**src/rtl/rx_phase_pkg.sv**
```systemverilog
// Shared phase codes, default sizing and the phase type for the receive phase cycler.
// Optional saturation is enabled by defining RX_PHASE_SAT_EN.
package rx_phase_pkg;

   localparam int DEF_N_BITS = 16;
   localparam int DEF_N_PARA = 4;
   localparam int DEF_DEPTH  = 16;

   typedef logic [1:0] phase_t;

   localparam phase_t PH_0   = 2'd0;
   localparam phase_t PH_90  = 2'd1;
   localparam phase_t PH_180 = 2'd2;
   localparam phase_t PH_270 = 2'd3;

endpackage

```
**src/rtl/rx_quad_rotate_lane.sv**
```systemverilog
// Combinational quarter-turn rotation of one complex sample lane.
// With RX_PHASE_SAT_EN defined, negating the most negative value saturates and raises sat.
module rx_quad_rotate_lane
   import rx_phase_pkg::*;
#(
   parameter int N_BITS = DEF_N_BITS
) (
   input  logic [N_BITS-1:0] i,
   input  logic [N_BITS-1:0] q,
   input  logic [1:0]        phase,
   output logic [N_BITS-1:0] i_rot,
   output logic [N_BITS-1:0] q_rot
`ifdef RX_PHASE_SAT_EN
   ,
   output logic              sat
`endif
);

   logic [N_BITS-1:0] neg_i;
   logic [N_BITS-1:0] neg_q;

`ifdef RX_PHASE_SAT_EN
   localparam logic [N_BITS-1:0] MIN_VAL = {1'b1, {(N_BITS-1){1'b0}}};
   localparam logic [N_BITS-1:0] MAX_VAL = ~MIN_VAL;

   logic i_min;
   logic q_min;

   assign i_min = (i == MIN_VAL);
   assign q_min = (q == MIN_VAL);
   assign neg_i = i_min ? MAX_VAL : -i;
   assign neg_q = q_min ? MAX_VAL : -q;
`else
   // Plain two's complement: the most negative value maps onto itself.
   assign neg_i = -i;
   assign neg_q = -q;
`endif

   always_comb begin
      i_rot = i;
      q_rot = q;
`ifdef RX_PHASE_SAT_EN
      sat   = 1'b0;
`endif
      case (phase_t'(phase))
         PH_90: begin
            i_rot = neg_q;
            q_rot = i;
`ifdef RX_PHASE_SAT_EN
            sat   = q_min;
`endif
         end
         PH_180: begin
            i_rot = neg_i;
            q_rot = neg_q;
`ifdef RX_PHASE_SAT_EN
            sat   = i_min | q_min;
`endif
         end
         PH_270: begin
            i_rot = q;
            q_rot = neg_i;
`ifdef RX_PHASE_SAT_EN
            sat   = i_min;
`endif
         end
         default: begin
            i_rot = i;
            q_rot = q;
         end
      endcase
   end

endmodule

```
**src/rtl/rx_phase_cycler.sv**
```systemverilog
// Table-driven receive phase rotator with per-scan phase cycling and a 2-stage valid pipeline.
// Defining RX_PHASE_SAT_EN enables saturating negation and the sat_flag output.
module rx_phase_cycler
   import rx_phase_pkg::*;
#(
   parameter int N_BITS = DEF_N_BITS,
   parameter int N_PARA = DEF_N_PARA,
   parameter int DEPTH  = DEF_DEPTH,
   parameter int ADDR_W = $clog2(DEPTH)
) (
   input  logic                     clk,
   input  logic                     rst_n,
   input  logic                     cfg_wr_en,
   input  logic [ADDR_W-1:0]        cfg_addr,
   input  logic [1:0]               cfg_data,
   input  logic [ADDR_W-1:0]        cycle_last,
   input  logic                     scan_start,
   input  logic                     cycle_rst,
   input  logic                     in_valid,
   input  logic [N_BITS*N_PARA-1:0] I_in,
   input  logic [N_BITS*N_PARA-1:0] Q_in,
   output logic                     out_valid,
   output logic [N_BITS*N_PARA-1:0] I_out,
   output logic [N_BITS*N_PARA-1:0] Q_out,
   output logic [1:0]               cur_phase,
   output logic [ADDR_W-1:0]        cur_idx
`ifdef RX_PHASE_SAT_EN
   ,
   output logic                     sat_flag
`endif
);

   phase_t                    table_reg [DEPTH];
   logic                      s1_valid_reg;
   logic [N_BITS*N_PARA-1:0]  s1_i_reg;
   logic [N_BITS*N_PARA-1:0]  s1_q_reg;
   phase_t                    s1_phase_reg;
   logic [N_BITS*N_PARA-1:0]  rot_i;
   logic [N_BITS*N_PARA-1:0]  rot_q;

   // Phase table; a same-cycle scan_start read sees the pre-write entry.
   always_ff @(posedge clk or negedge rst_n) begin
      if (!rst_n) begin
         for (int k = 0; k < DEPTH; k++) begin
            table_reg[k] <= PH_0;
         end
      end else if (cfg_wr_en) begin
         table_reg[cfg_addr] <= phase_t'(cfg_data);
      end
   end

   always_ff @(posedge clk or negedge rst_n) begin
      if (!rst_n) begin
         cur_phase <= PH_0;
         cur_idx   <= '0;
      end else if (scan_start && cycle_rst) begin
         cur_phase <= table_reg[0];
         cur_idx   <= (cycle_last == '0) ? '0 : ADDR_W'(1);
      end else if (scan_start) begin
         cur_phase <= table_reg[cur_idx];
         // >= so that shrinking cycle_last below cur_idx still wraps cleanly
         cur_idx   <= (cur_idx >= cycle_last) ? '0 : cur_idx + 1'b1;
      end else if (cycle_rst) begin
         cur_idx   <= '0;
      end
   end

   // Stage 1: capture the beat together with the phase in force this cycle.
   always_ff @(posedge clk or negedge rst_n) begin
      if (!rst_n) begin
         s1_valid_reg <= 1'b0;
         s1_i_reg     <= '0;
         s1_q_reg     <= '0;
         s1_phase_reg <= PH_0;
      end else begin
         s1_valid_reg <= in_valid;
         if (in_valid) begin
            s1_i_reg     <= I_in;
            s1_q_reg     <= Q_in;
            s1_phase_reg <= phase_t'(cur_phase);
         end
      end
   end

`ifdef RX_PHASE_SAT_EN
   logic [N_PARA-1:0] lane_sat;
`endif

   genvar gi;
   generate
      for (gi = 0; gi < N_PARA; gi++) begin : g_lane
         rx_quad_rotate_lane #(
            .N_BITS (N_BITS)
         ) u_lane (
            .i     (s1_i_reg[gi*N_BITS +: N_BITS]),
            .q     (s1_q_reg[gi*N_BITS +: N_BITS]),
            .phase (s1_phase_reg),
            .i_rot (rot_i[gi*N_BITS +: N_BITS]),
            .q_rot (rot_q[gi*N_BITS +: N_BITS])
`ifdef RX_PHASE_SAT_EN
            ,
            .sat   (lane_sat[gi])
`endif
         );
      end
   endgenerate

   always_ff @(posedge clk or negedge rst_n) begin
      if (!rst_n) begin
         out_valid <= 1'b0;
         I_out     <= '0;
         Q_out     <= '0;
      end else begin
         out_valid <= s1_valid_reg;
         if (s1_valid_reg) begin
            I_out <= rot_i;
            Q_out <= rot_q;
         end
      end
   end

`ifdef RX_PHASE_SAT_EN
   always_ff @(posedge clk or negedge rst_n) begin
      if (!rst_n) begin
         sat_flag <= 1'b0;
      end else begin
         sat_flag <= s1_valid_reg & (|lane_sat);
      end
   end
`endif

endmodule

```
**config.mk**
```make
export PLATFORM = sky130hd
export DESIGN_NAME = rx_phase_cycler
export DESIGN_NICKNAME = d
export VERILOG_FILES = /design/src/rtl/rx_phase_pkg.sv /design/src/rtl/rx_quad_rotate_lane.sv /design/src/rtl/rx_phase_cycler.sv
export SDC_FILE = /design/constraint.sdc
export NUM_CORES = 1
export LEC_CHECK = 0
export CELL_PAD_IN_SITES_DETAIL_PLACEMENT = 1
export CELL_PAD_IN_SITES_GLOBAL_PLACEMENT = 2
export CORE_ASPECT_RATIO = 1.1
export CORE_MARGIN = 5
export CORE_UTILIZATION = 38
export DETAILED_ROUTE_END_ITERATION = 6
export PLACE_DENSITY = 0.84
export SLEW_MARGIN = 0
export SYNTH_ARGS = -nofsm -noshare
export SYNTH_HDL_FRONTEND = slang
export SYNTH_HIERARCHICAL = 1
export SYNTH_SLANG_ARGS = --single-unit
```
**constraint.sdc**
```tcl
create_clock -name clk -period 7.39 [get_ports clk]
set_input_delay 1.478 -clock clk [delete_from_list [all_inputs] [get_ports clk]]
set_output_delay 1.478 -clock clk [all_outputs]
set_load 0.01 [all_outputs]
```
==> run summary <==
Outcome = finished clean
Share of flip-flops with an asynchronous set or reset = 100%
Post-Synth XOR/XNOR Area = 6.73%
Reg clk slew, reported paths = 60 ps
Final slew viol count = 0
Most used DFF post-synth = dfrtp_1
Maximum clock insertion buffer count = 3
Initial Utilization = 38.4%
# resized after CTS = 0
HP Class = flop to flop
Num rows = 80
Setup bufs post-CTS = 0
Initial DRC count = 606
Post-DR wirelength/cell = 21.1 µm
Sw power = 2.32 mW
Max-cap violations = 0
Switching share of total power = 33.4%
Met1 Resource Use GR = 26.3%
Clk_skew = 11.4 ps
Post-Synth Simple-Gate Area = 9.32%
WP data arrival = 1950 ps
Multiplexer share of the synthesized area = 23.3%
Number of flops mapped to enable cells by yosys = 0
Leakage = 8.29 nW
PwrDens = 331 nW/µm²
Die area = 48,100 µm²
DRC errors left = 0
CTS tree = built
Place WS = 3920 ps
FILL cells = 4,610
Most used routing layer = met2
Met3 track demand over resource = 4.19%
First-pass GRT wire length = 78.4 mm
CP required = 5910 ps
Die Height = 230 µm
Clock Tree Root = clkbuf_16
Setup ws final = 3960 ps
Synth Area in Compound Gates = 11.5%
Layout cells sized above 1 = 22.8%
Synthesis Warnings = 6
Final ANT Viol Nets = 0
Cell Area, Synth = 16,700 µm²
Port bufs = 278
Cts hold-fix bufs = 0
Total wire length = 49.1 mm
TNS Setup = 0 ps
Grt total ovfl = 0
GPL Wtd Cong = 0.818
RSZ-0062 raised after global routing = no
Top delay family on crit path = flip-flops
GR Util All Layers = 20.1%
Worst-margin pin slew = 1110 ps
Critical Path Fanout Max = 12
Slowest-stage cell, CP = dfrtp_1
Synthesized net count = 1,666
CP Cell Sequence = clkdlybuf4s50_1
Core area = 43,300 µm²
VDD IR max = 185 µV
Synth-to-Final Area Change = 26.1%
Drt pass-1 iters = 5
Worst path buffer plus inverter count = 1
Final Hold Fails = 0
Post-synthesis adder-cell area fraction = 0.976%
Net count, final = 1,888
Die X = 210 µm
Vias per inst = 5.41
Register area share after synthesis = 44.8%
Synth unique cells = 50
Largest family of logic cells by synthesized area = multiplexers
Initial antenna violation count = 1
Share of power burned in the clock network = 25.7%
Syn_area_per_cell = 11.0 µm²
Seq pwr share = 35.8%
Pin count of the biggest net entering global routing = 159
Relative slew slack = 25.9%
F_max = 292 MHz
Crit end category = output port
Clock sink total = 298
Largest stage delay, worst path = 750 ps
Comb power frac = 38.6%
Synthesized flop and latch total = 298
H-tree depth = 2
Critical Path Source Type = flop
Clk Latency, worst-skew pair = 530 ps
Final setup fails = 0
Cell Int Power = 4.64 mW
Final worst path period share = 46.4%
Vias in the first global route = 13,600
Post-layout util = 48.5%
M2 GR Usage = 34.0%
Via count = 12,600
Final min period = 3430 ps
Clock buffer count from CTS = 36
IO Pins = 279
Worst Setup Path Type = flop to output port
Post-Synthesis Cells = 1,509
Hpwl dp = 34.3 mm
metrics by stage:
| stage | hold WS, ps | instances | area [µm²] | power, mW |
|---|---|---|---|---|
| floorplan | 370 | 1509 | 16700 | 3.92 |
| detailed placement | 491 | 2267 | 19800 | 5.23 |
| global placement | 485 | 2267 | 19800 | 5.14 |
| CTS | 503 | 2330 | 21000 | 7.08 |
| finish | 504 | 2331 | 21000 | 6.96 |
| global route | 523 | 2331 | 21000 | 7.40 |
final timing paths:
kind	start	to	slack, ps	cells past startpoint
min reg2reg	table_reg[28]	table_reg[28]	500	1
max reg2reg	s1_phase_reg[0]	I_out[24]	4420	6
max	cur_idx[0]	cur_idx[0]	3960	1
min	table_reg[28]	table_reg[28]	500	1
min in group asynchronous	rst_n	table_reg[9]	890	1
max in group asynchronous	rst_n	s1_valid_reg	5020	2
layout make-up:
class	count	area [µm²]	area share, %
multi-input cells	1072	8640	41.1
flip-flops and latches	298	7470	35.6
repair buffers	287	2870	13.7
clock buffers	50	1000	4.78
well taps	574	718	3.42
clock inverters	13	171	0.816
inverters	36	135	0.643
diodes	1	2.50	0.0119
per-layer routing:
metal  part of all wire (%)  routed length [µm]
met1                     45               21900
met2                     49               23900
met3                    4.4                2150
met4                    2.3                1140
met5                      0                   0
power groups by stage:
stage	registers, mW	logic [mW]	clock network, mW
floorplan	2.54	1.39	0
global placement	2.50	2.65	0
detailed placement	2.52	2.71	0
CTS	2.50	2.73	1.85
global route	2.56	2.92	1.92
finish	2.49	2.69	1.79
cell usage after synthesis (all sizes together), types with 33 or more instances:
library cell,instances,area share (%)
a21oi,79,2.4
dfrtp,298,45
nor3,33,0.99
nand2,51,1.1
nor2,86,1.9
xor2,64,3.4
o21ai,96,2.9
mux2,290,20
xnor2,64,3.4
clkbuf,55,1.2
buf,48,1.3
inv,36,0.81
cell families (layout without fill, tap and decap cells):
kind of cell    after synthesis  after routing
mux                         330            330
simple gates                301            301
compound gates              300            300
flops                       298            298
buf+inv                     139            386
xor+xnor                    128            128
fa+ha+maj                    13             13
other cells                   0              1
cell usage in the layout (no fill, tap or decap), types with 5 or more instances in the layout:
cell type and instances:
and2_1 5, clkbuf_16 37, xor2_1 64, dfrtp_1 295, nand3b_1 6, o22a_1 8
mux4_2 12, a21o_1 20, a31oi_1 9, o41ai_2 8, or2_2 12, a211oi_1 8
mux2_2 290, buf_4 8, nand3_1 19, nor2_1 86, ha_1 13, or3b_2 8
xnor2_1 64, or4_1 20, nand2_1 51, o21ai_0 94, inv_1 36, a21oi_1 79
or3_1 23, clkbuf_1 10, clkinv_2 7, nor3_1 33, o31ai_1 24, o41ai_1 12
clkdlybuf4s50_1 276, o211ai_1 12, nand2b_1 23, mux2i_1 24
Note: power is estimated with default switching activity, not from simulation.
